File: src/rtl/uart_reg_responder.sv
// Byte-command responder behind a UART: 'R' addr / 'W' addr data commands drive a
// small register bus and return one reply byte (data, ACK or NAK) per command.
module uart_reg_responder #(
  parameter int ADDR_WIDTH     = 4,
  parameter int TIMEOUT_BITS   = 16,
  parameter int TIMEOUT_CYCLES = 50000
) (
  input  logic                  clk,
  input  logic                  rst,
  input  logic [7:0]            rx_data,
  input  logic                  rx_done,
  output logic [7:0]            tx_data,
  output logic                  tx_en,
  input  logic                  tx_busy,
  input  logic                  tx_done,
  output logic [ADDR_WIDTH-1:0] reg_addr,
  output logic [7:0]            reg_wdata,
  output logic                  reg_we,
  output logic                  reg_re,
  input  logic [7:0]            reg_rdata,
  output logic                  timeout,
  output logic                  overrun
);

  typedef enum logic [2:0] {
    IDLE, GET_ADDR, GET_DATA, READ, LATCH, SEND, WAIT_DONE
  } state_t;

  localparam logic [7:0] CMD_R = 8'h52;
  localparam logic [7:0] CMD_W = 8'h57;
  localparam logic [7:0] ACK   = 8'h06;
  localparam logic [7:0] NAK   = 8'h15;
  localparam logic [TIMEOUT_BITS-1:0] TO_LAST = TIMEOUT_BITS'(TIMEOUT_CYCLES - 1);

  state_t                  state;
  logic                    is_read;
  logic [TIMEOUT_BITS-1:0] tcnt;
  logic                    addr_bad;
  logic                    busy_state;

  assign addr_bad   = (rx_data >> ADDR_WIDTH) != 8'd0;
  assign busy_state = (state == READ) || (state == LATCH) ||
                      (state == SEND) || (state == WAIT_DONE);

  always_ff @(posedge clk) begin
    if (rst) begin
      state     <= IDLE;
      is_read   <= 1'b0;
      tcnt      <= '0;
      tx_data   <= 8'h00;
      tx_en     <= 1'b0;
      reg_addr  <= '0;
      reg_wdata <= 8'h00;
      reg_we    <= 1'b0;
      reg_re    <= 1'b0;
      timeout   <= 1'b0;
      overrun   <= 1'b0;
    end else begin
      tx_en   <= 1'b0;
      reg_we  <= 1'b0;
      reg_re  <= 1'b0;
      timeout <= 1'b0;
      overrun <= rx_done && busy_state;
      case (state)
        IDLE: if (rx_done) begin
          tcnt <= '0;
          if (rx_data == CMD_R || rx_data == CMD_W) begin
            is_read <= (rx_data == CMD_R);
            state   <= GET_ADDR;
          end else begin
            tx_data <= NAK;
            state   <= SEND;
          end
        end
        GET_ADDR: begin
          if (rx_done) begin
            tcnt <= '0;
            if (addr_bad) begin
              tx_data <= NAK;
              state   <= SEND;
            end else begin
              reg_addr <= rx_data[ADDR_WIDTH-1:0];
              // reg_re is high during the READ cycle so rdata lands in LATCH
              if (is_read) begin
                reg_re <= 1'b1;
                state  <= READ;
              end else begin
                state  <= GET_DATA;
              end
            end
          end else if (tcnt == TO_LAST) begin
            timeout <= 1'b1;
            state   <= IDLE;
          end else begin
            tcnt <= tcnt + 1'b1;
          end
        end
        GET_DATA: begin
          if (rx_done) begin
            tcnt      <= '0;
            reg_wdata <= rx_data;
            reg_we    <= 1'b1;
            tx_data   <= ACK;
            state     <= SEND;
          end else if (tcnt == TO_LAST) begin
            timeout <= 1'b1;
            state   <= IDLE;
          end else begin
            tcnt <= tcnt + 1'b1;
          end
        end
        READ:  state <= LATCH;
        LATCH: begin
          tx_data <= reg_rdata;
          state   <= SEND;
        end
        SEND: if (!tx_busy) begin
          tx_en <= 1'b1;
          state <= WAIT_DONE;
        end
        WAIT_DONE: if (tx_done) state <= IDLE;
        default: state <= IDLE;
      endcase
    end
  end

endmodule

File: config.mk
export PLATFORM = sky130hd
export DESIGN_NAME = uart_reg_responder
export DESIGN_NICKNAME = d
export VERILOG_FILES = /design/src/rtl/uart_reg_responder.sv
export SDC_FILE = /design/constraint.sdc
export NUM_CORES = 1
export LEC_CHECK = 0
export CELL_PAD_IN_SITES_DETAIL_PLACEMENT = 2
export CELL_PAD_IN_SITES_GLOBAL_PLACEMENT = 2
export CORE_AREA = 2 2 86 88
export DETAILED_ROUTE_END_ITERATION = 10
export DIE_AREA = 0 0 88 90
export GPL_TIMING_DRIVEN = 0
export PLACE_DENSITY = 0.78
export SYNTH_ARGS = -nofsm -noshare
export SYNTH_HDL_FRONTEND = slang
export SYNTH_SLANG_ARGS = --single-unit
File: constraint.sdc
create_clock -name clk -period 3.25 [get_ports clk]
set_clock_uncertainty 0.1 [all_clocks]
set_input_delay 0.325 -clock clk [delete_from_list [all_inputs] [get_ports clk]]
set_output_delay 0.325 -clock clk [all_outputs]
set_load 0.005 [all_outputs]
==> results.ini <==
[outcome]
outcome=completed

[routing]
ant_nets=0
routed_via_density=5.26
drcViolationCount=0
dr.pass1.iters=4
vias=2066
first_iter_violations=34
wire_per_inst_um=16.3
totalWireLength_um=6400

[layout]
area_growth_pct=31.7
nNetsFinal=315
n_antenna_cell=0
final_util=0.405
drive_gt1_frac=0.0816

[synth]
yosysMostFrequentCell=dfxtp_1
yosysUniqueCellTypes=57
syn_area_per_cell_um2=8.93
ys_seq_area_frac=0.417
synth_top_area_frac=0.417
ys_ff_latch=45
yosys-top-cells-area=dfxtp_1 (42%), nand2_1 (5.0%), a21oi_1 (4.6%)
synthTopCellsByCount=dfxtp_1 (45), nand2_1 (29), a21oi_1 (20), inv_1 (11), nor2_1 (11)
synth_edf_count=0
synthFlopType=dfxtp_1
synth_area_leader_cell=dfxtp_1
async_reset_ff_frac=0
synth_nets=264
ys_warn_count=0
syn_inst=242
syn_area_mm2=0.00216

[power]
intPower_uw=1050
ir_worst_vdd_mv=0.203
power_per_cell_area_mw_per_mm2=549
switching_power_uw=512
pwr-share-comb=0.303
power_leakage_uw=0.000978
p_sw_frac=0.328
clock_power_share=0.291
seqPwrFrac=0.407

[sta]
fmax_ghz=0.484
hold_violations=0
rsz0062_at_grt=no
maxSlewHeadroom=0.584
fin_crit_sh=0.636
period_minus_slack_ns=2.07
fin_setup_tns_ns=0
worst_pin_slew_ns=0.624
drv_slew=0
setup_viol=0

[setup_path]
slowest_delay_ns=0.58
arrival_ns=2.20
r2r-end=tcnt[4]
crit_path_top_delay_cell=clkdlybuf4s50_1
path_buf_inv=1
crit_chain=clkdlybuf4s50_1, or2_2, a21oi_4, or4b_1, mux2i_1
cp_max_fo=10
path_class=in2reg
cp.required_ns=3.38
timing.rr.start=state[2]
critical_path.startpoint=rx_done
start_kind=input pin
cp-end-kind=flop
r2r_cells=5
cp_top_family=simple AND/OR/NAND/NOR gates
ff2ff_setup_slack_ns=1.25
worstSetupEndpoint=tcnt[9]
cp.depth=5

[floorplan]
start_util=0.308
die_height_um=90
ios=46
num_rows=31
die_x_um=88
core_mm2=0.00702
die_area_mm2=0.00792

[grt]
grtUsageMet3=0.0331
grt_pass1_vias=2122
met2_usage=0.275
track_usage=0.168
grt.busiest_layer=met2
grt_util_met1=0.220
grt_overflow=0
antenna_found_initial=0
grt_pass1_wl_um=10500
grt_max_degree=15

[place]
port-buffer-count=44
dp_hpwl_um=4800
globalplace.congestion=0.753

[clock_network]
path_clk_slew_ns=0.09
ctsHoldBuffers=0
clock-sinks=45
cts_buffer_depth=2
cts_setup_buffers=0
root_buffer=clkbuf_8
htreeDepth=2
ctsResizeCount=0
cts_tree=done
cts_buffers=5
insertion_delay_ns=0.30

[run]
cap_violations=0

[worst_hold_path]
hold_class=reg2reg

==> worst reg2reg max path, delay by kind of cell, from the launching register on <==
family | cells | cell delay, ns
AOI/OAI and AO/OA | 1 | 0.55
buffers and inverters | 1 | 0.38
DFF | 1 | 0.44
muxes | 1 | 0.16
and+or+nand+nor | 2 | 0.30
==> worst min-delay path by stage <==
stage                 startpoint      endpoint  slack [ns]  cells after the start
floorplan                tx_busy         tx_en        0.30                      1
global placement    reg_wdata[0]  reg_wdata[0]        0.34                      2
detailed placement  reg_wdata[7]  reg_wdata[7]        0.36                      2
CTS                 reg_wdata[7]  reg_wdata[7]        0.37                      2
global route        reg_wdata[7]  reg_wdata[7]        0.39                      2
finish              reg_wdata[7]  reg_wdata[7]        0.37                      2
==> per-layer routing <==
metal | vias to the layer above | part of all wire
met3 | 5 | 0.034
met5 | - | 0
met2 | 32 | 0.49
met1 | 1029 | 0.46
met4 | 0 | 0.011
li1 | 1000 | -
==> flip-flops by register name, indices dropped and copies added (netlist names), 3 cells and up <==
register	flops
tcnt	16
reg_wdata	8
tx_data	8
reg_addr	4
state	3
==> cells by family after synthesis <==
kind of cell               after synthesis  share of synthesized area
and+or+nand+nor                         97                      0.261
DFF                                     45                      0.417
muxes                                    9                     0.0417
buffers and inverters                   21                     0.0393
adders and majority gates                1                    0.00579
AOI/OAI and AO/OA                       64                      0.215
xor gates and xnor gates                 5                     0.0203
==> metrics by stage <==
step | instances | setup WS (ns) | area (um^2) | total power [uW] | hold slack [ns]
2_1_floorplan | 242 | 1.62 | 2160 | 937 | 0.304
3_3_place_gp | 385 | 0.880 | 2730 | 1110 | 0.342
3_5_place_dp | 385 | 0.851 | 2730 | 1120 | 0.355
4_1_cts | 393 | 1.19 | 2850 | 1590 | 0.373
5_1_grt | 393 | 1.03 | 2850 | 1660 | 0.388
6_report | 393 | 1.18 | 2850 | 1560 | 0.365
==> final cells by class <==
type | count | area (um^2)
Tap cell | 99 | 124
Clock buffer | 6 | 82.6
Multi-Input combinational cell | 176 | 1180
Clock inverter | 2 | 37.5
Timing Repair Buffer | 44 | 440
Fill cell | 802 | 4170
Buffer | 9 | 40.0
Inverter | 12 | 45.0
Sequential cell | 45 | 901
==> cells in the final DEF (no fill, tap or decap), drive strengths merged, types with 6 or more instances in the layout <==
cell / n
nand2b: 8
dfxtp: 45
nor2: 11
nand3: 9
clkdlybuf4s50: 44
a21oi: 22
mux2i: 9
nor3: 8
nand4: 6
nand2: 29
clkbuf: 10
o21ai: 11
or3: 6
inv: 11
==> power groups by stage <==
stage	sequential (uW)	combinational [uW]	clock, uW
2_1_floorplan	643	294	0
4_1_cts	636	479	471
3_5_place_dp	648	474	0
3_3_place_gp	646	467	0
6_report	635	473	454
5_1_grt	643	521	494
(Power assumes the default switching activity.)
